$ cat src/rtl/cache_fill_fsm.sv
// Cache miss handler: stalls the requesting stage and fills one aligned block from pipelined memory.
// Define CACHE_FILL_CRITICAL_WORD_FIRST_EN to start the fill at the missing word and wrap around the block.
module cache_fill_fsm #(
  parameter int BLOCK_WORDS = 8
) (
  input  logic        clk,
  input  logic        rst,
  input  logic        miss_detected,
  input  logic [15:0] miss_address,
  input  logic        memory_data_valid,
  input  logic [15:0] memory_data,
  output logic        fsm_busy,
  output logic        memory_req,
  output logic [15:0] memory_address,
  output logic        write_data_array,
  output logic [15:0] fill_word_addr,
  output logic [15:0] fill_data,
  output logic        write_tag_array
);

  localparam int IDX_W = $clog2(BLOCK_WORDS);
  localparam int CNT_W = IDX_W + 1;
  localparam logic [CNT_W-1:0] FULL_CNT = CNT_W'(BLOCK_WORDS);
  localparam logic [CNT_W-1:0] LAST_CNT = CNT_W'(BLOCK_WORDS - 1);
  localparam logic [15:0]      OFS_MASK = 16'(2 * BLOCK_WORDS - 1);

  typedef enum logic {IDLE, FILL} state_e;

  state_e           state_q, state_d;
  logic [15:0]      base_q, base_d;
  logic [CNT_W-1:0] issue_cnt_q, issue_cnt_d;
  logic [CNT_W-1:0] ret_cnt_q, ret_cnt_d;
  logic [IDX_W-1:0] issue_word, ret_word;

`ifdef CACHE_FILL_CRITICAL_WORD_FIRST_EN
  logic [IDX_W-1:0] start_q, start_d;

  // Word index wraps naturally in IDX_W bits, so offsets never carry out of the block.
  always_comb begin
    issue_word = issue_cnt_q[IDX_W-1:0] + start_q;
    ret_word   = ret_cnt_q[IDX_W-1:0] + start_q;
  end
`else
  always_comb begin
    issue_word = issue_cnt_q[IDX_W-1:0];
    ret_word   = ret_cnt_q[IDX_W-1:0];
  end
`endif

  assign fill_data = memory_data;

  always_comb begin
    // NOTE: every next-state and output gets a default first, so no path through the case infers a latch.
    state_d          = state_q;
    base_d           = base_q;
    issue_cnt_d      = issue_cnt_q;
    ret_cnt_d        = ret_cnt_q;
`ifdef CACHE_FILL_CRITICAL_WORD_FIRST_EN
    start_d          = start_q;
`endif
    fsm_busy         = 1'b0;
    memory_req       = 1'b0;
    memory_address   = '0;
    write_data_array = 1'b0;
    fill_word_addr   = '0;
    write_tag_array  = 1'b0;

    unique case (state_q)
      IDLE: begin
        // Combinational so the missing access stalls in the cycle it misses.
        fsm_busy = miss_detected;
        if (miss_detected) begin
          state_d     = FILL;
          base_d      = miss_address & ~OFS_MASK;
          issue_cnt_d = '0;
          ret_cnt_d   = '0;
`ifdef CACHE_FILL_CRITICAL_WORD_FIRST_EN
          start_d     = miss_address[IDX_W:1];
`endif
        end
      end

      FILL: begin
        fsm_busy = 1'b1;
        if (issue_cnt_q < FULL_CNT) begin
          memory_req     = 1'b1;
          memory_address = base_q + 16'({issue_word, 1'b0});
          issue_cnt_d    = issue_cnt_q + 1'b1;
        end
        // Returns are tracked independently of issues; they may overlap or arrive with gaps.
        if (memory_data_valid) begin
          write_data_array = 1'b1;
          fill_word_addr   = base_q + 16'({ret_word, 1'b0});
          ret_cnt_d        = ret_cnt_q + 1'b1;
          if (ret_cnt_q == LAST_CNT) begin
            write_tag_array = 1'b1;
            state_d         = IDLE;
          end
        end
      end
    endcase
  end

  always_ff @(posedge clk) begin
    // NOTE: sequential state uses non-blocking assignments so every flop samples pre-edge values.
    if (rst) begin
      state_q     <= IDLE;
      base_q      <= '0;
      issue_cnt_q <= '0;
      ret_cnt_q   <= '0;
    end else begin
      state_q     <= state_d;
      base_q      <= base_d;
      issue_cnt_q <= issue_cnt_d;
      ret_cnt_q   <= ret_cnt_d;
    end
  end

`ifdef CACHE_FILL_CRITICAL_WORD_FIRST_EN
  always_ff @(posedge clk) begin
    if (rst) start_q <= '0;
    else     start_q <= start_d;
  end
`endif

endmodule

$ cat config.mk
export PLATFORM = sky130hd
export DESIGN_NAME = cache_fill_fsm
export DESIGN_NICKNAME = d
export VERILOG_FILES = /design/src/rtl/cache_fill_fsm.sv
export SDC_FILE = /design/constraint.sdc
export NUM_CORES = 1
export LEC_CHECK = 0
export CAP_MARGIN = 20
export CORE_AREA = 2 2 63 65
export CTS_BUF_LIST = sky130_fd_sc_hd__clkbuf_16
export DETAILED_ROUTE_END_ITERATION = 8
export DIE_AREA = 0 0 65 67
export GPL_TIMING_DRIVEN = 0
export PLACE_DENSITY = 0.78
export SYNTH_ARGS = -nofsm -noshare
export SYNTH_HDL_FRONTEND = slang
export SYNTH_SLANG_ARGS = --single-unit
$ cat constraint.sdc
create_clock -name clk -period 1.6 [get_ports clk]
set_clock_uncertainty 0.2 [all_clocks]
set_input_delay 0.24 -clock clk [delete_from_list [all_inputs] [get_ports clk]]
set_output_delay 0.24 -clock clk [all_outputs]
set_load 0.01 [all_outputs]
# ---- After elaboration in Yosys (flattened, before gate mapping)
# Cells that the tools add are included.
dict set report totals {
  ff_bits 21
  wordCells 38
  out_inout_bits 52
  in_bits 36
}
dict set report classes {
  n_eq_ne 4
  n_addsub 4
  order_cmp 1
  bitwise 1
  reduce_logical 3
  n_mux 21
}
# cell count
set op_table {}
lappend op_table {{$mux W16} 4}
lappend op_table {{$add A16 B4 Y16} 2}
lappend op_table {{$pmux W4 S2} 2}
lappend op_table {{$mux W4} 3}
lappend op_table {{$mux W1} 10}
lappend op_table {{$add A4 B1 Y4 const B} 2}
lappend op_table {{$reduce_and A2 Y1} 3}
lappend op_table {{$eq A4 B3 Y1 const B} 1}
lappend op_table {{$lt A4 B4 Y1 const B} 1}
lappend op_table {{$ne A2 B2 Y1 const B} 2}
lappend op_table {{$pmux W1 S2} 2}
lappend op_table {{$ne A2 B1 Y1 const B} 1}
lappend op_table {{$not A1 Y1} 1}

# ---- Logic depth before layout (Yosys ltp)
dict set report depth {
  ltp_word 4
  depth_mapped 5
  depth_no_buf 4
}

# ---- Worst setup path before layout
# OpenSTA, ideal clock, no wires.
dict set report synth_path {
  kind {reg-to-output}
  from {reg issue_cnt_q[3]}
  to {out memory_address[10]}
  required_time_ns 1.160
  stages_incl_launch_ff 5
  path_slack_ns 0.200
  t_arrival_ns 0.960
  n_path_buf 1
  cell_sequence {dfxtp_1 -> nand2b_1 -> inv_1 -> buf_2 -> and2_1}
}
dict set report synth_via {
  elab_chain_len 3
}
# item line
set synth_lines {}
lappend synth_lines {{from (decl)} 31} ;# logic [CNT_W-1:0] issue_cnt_q, issue_cnt_d;
lappend synth_lines {{from (signal assigned)} 114} ;# issue_cnt_q <= issue_cnt_d;
lappend synth_lines {{$lt A4 B4 Y1} 85} ;# if (issue_cnt_q < FULL_CNT) begin
lappend synth_lines {{$mux W16} 85}
lappend synth_lines {{$mux W16} 68} ;# unique case (state_q)
lappend synth_lines {{to (decl)} 14} ;# output logic [15:0] memory_address,
# No other way between the ends.

# ---- Worst setup path in the final report
dict set report layout_path {
  from {reg state_q}
  to {out fill_word_addr[14]}
}
dict set report layout_via {
  elab_chain_len 1
}
# item line
set layout_lines {}
lappend layout_lines {{from (decl)} 29} ;# state_e state_q, state_d;
lappend layout_lines {{from (signal assigned)} 112} ;# state_q <= state_d;
lappend layout_lines {{$mux W16} 68}
lappend layout_lines {{to (decl)} 16} ;# output logic [15:0] fill_word_addr,
# No other way between the ends.

==> metrics.cfg <==
[run_status]
status = complete, but fails checks
violations = setup timing

[worst_hold_path]
hold_class = flop to flop
holdCritStartpoint = base_q[6]$_SDFFE_PP0P_
holdPathStages = 2
worstHoldEndpoint = base_q[6]$_SDFFE_PP0P_

[critical_path]
crit_arrival_ns = 1.28
worstSetupEndpointType = output port
cp-startpoint = state_q$_SDFF_PP0_
crit_slowest_cell = dfxtp_4
startpoint_type = flop
cp_max_fo = 7
cp_data_required_time_ns = 1.16
critPathTopFamily = buffers and inverters
rr_startpoint = state_q$_SDFF_PP0_
crit_buf_inv = 4
crit_type = flop to output port
crit_top_cell = buf_6
slowest_delay_ns = 0.36
r2r-end = base_q[11]$_SDFFE_PP0P_
ff2ff_path_depth = 5
crit_chain = buf_6, clkbuf_16, buf_6, and3_4, buf_6
ff2ff_setup_slack_ns = 0.08

[timing]
max_freq_mhz = 582
tns_ns = -1.50
setup_violations = 28
rsz0062_at_grt = true
setup_ws_ns = -0.118
hold_viol_final = 0
maxSlewViolCount = 0
period_share_pct = 107
period_needed_ns = 1.72

[pwr]
ir_worst_vdd_uv = 476
power_leakage_uw = 0.00103
power.density_nw_per_um2 = 651
power_uw = 1450

[synth]
synth_edf_count = 0
syn_area_per_cell_um2 = 7.64
synth.top_cells.by_count = nand2_1, dfxtp_1, buf_4, a21oi_1
yosysTopAreaCell = dfxtp_1
synthDistinctLibCells = 22
ys_ff_latch = 21
yosysMostFrequentCell = nand2_1
yosys_warnings = 0
synth_area_leaders = dfxtp_1, buf_4, nand2_1, and2_1, and3_1
async_reset_ff_share_pct = 0
synth_top_flop_cell = dfxtp_1
synth.top_cell.area_share_pct = 36.2
synth_area_um2 = 1160
ys_seq_area_share_pct = 36.2
synthCells = 152

[global_routing]
overflow = 0
first_global_vias = 1162
grt_pass1_wl_mm = 5.40
grt_max_degree = 12
grt.total_usage_pct = 16.4
antenna_found_initial = 0

[route]
wl_per_cell_um = 13.2
drtIter0Drc = 23
wl_mm = 3.75
viasPerCell = 4.56
remaining_drc_errors = 0
first_pass_iters = 4
via_count = 1301
drtAntennaViolNets = 0

[cells_and_area]
drive_above_1_share_pct = 46.4
fillers = 301
nNetsFinal = 276
n_antenna_cell = 0
area_delta_synth_final_pct = 92.0
fin_util_pct = 61.8
final_cells = 285

[clock_tree]
path_clk_slew_ns = 0.06
clock_path_buffers = 2
clk_latency_ns = 0.25
clockRootBuffer = clkbuf_16
hold_buffers = 0
htree_levels = 1
cts_tree = yes
cts_made_buffers = 3
clkSinkCount = 21

[floorplanning]
die_h_um = 67
start_util_pct = 32.2
core_area_um2 = 3610
die_area_um2 = 4360
rows = 22
ios = 88
die_w_um = 65

[place]
port_buffers = 65
hpwl_mm = 2.37
placed_cells = 266
gp_congestion = 0.732
place_ws_ns = -0.812

[job]
drv_cap = 0

==> cell type report <==
class,instances,area [um^2],area share [%]
multi-input combinational,102,651,29.2
clock inverter,1,3.75,0.168
timing repair buffer,80,781,35.0
buffer,27,218,9.76
sequential,21,428,19.2
tap,48,60.1,2.69
clock buffer,3,75.1,3.37
inverter,3,13.8,0.617
==> how the worst max path moves through the flow <==
stage                         end  cells after the start
4_1_cts        fill_word_addr[14]                      5
6_report       fill_word_addr[14]                      5
2_1_floorplan  memory_address[10]                      4
3_5_place_dp    fill_word_addr[4]                      4
5_1_grt        fill_word_addr[14]                      5
3_3_place_gp   fill_word_addr[13]                      4
==> sequential cells by signal, summed over array words and instances (netlist names) <==
| register | cells |
|---|---|
| base_q | 12 |
| ret_cnt_q | 4 |
| state_q | 1 |
| issue_cnt_q | 4 |
==> timing repair <==
action,in CTS,in global routing
setup endpoints to repair,42,32
gates cloned,2,0
pin swaps,12,1
hold endpoints to repair,0,0
setup buffers,12,1
resized for setup,174,33
==> metal layers <==
metal | part of all wire (%) | up-vias | track usage [%]
met4 | 3.6 | 0 | 8.24
met1 | 37 | 593 | 17.5
met5 | 0 | - | 0
li1 | - | 648 | -
met2 | 54 | 47 | 31.2
met3 | 5.1 | 13 | 2.36
==> through the flow <==
step / hold slack (ns) / cell area [um^2]
finish: 0.270 / 2230
global route: 0.290 / 2230
CTS: 0.267 / 2110
detailed placement: 0.253 / 1880
global placement: 0.247 / 1880
floorplan: 0.176 / 1160
==> power by group <==
part / switching [uW] / internal [uW] / leakage [uW]
logic: 147 / 217 / 0.000818
clock network: 187 / 333 / 0.0000423
registers: 20.6 / 547 / 0.000174
total: 354 / 1100 / 0.00103
==> placed cells by master (no fill, tap or decap), drive strengths merged, types with 6 or more instances in the layout <==
cell and n:
and3 15, dfxtp 21, nand3 6, a21oi 17, and2 15, nand2 28
clkbuf 10, clkdlybuf4s50 30, buf 67
==> worst min-delay path, delay by kind of cell, from the launching register on <==
family	cells	cell delay, ns
simple gates	1	0.05
flops	1	0.32
compound gates	1	0.05
==> logic make-up after synthesis <==
group,synth area share [%]
adders and majority gates,2.15
xor gates and xnor gates,1.51
and+or+nand+nor,35.0
buffers and inverters,16.5
DFF,36.2
muxes,0.970
other,0.323
AOI/OAI and AO/OA,7.33
Power figures use the tool's default switching activity.
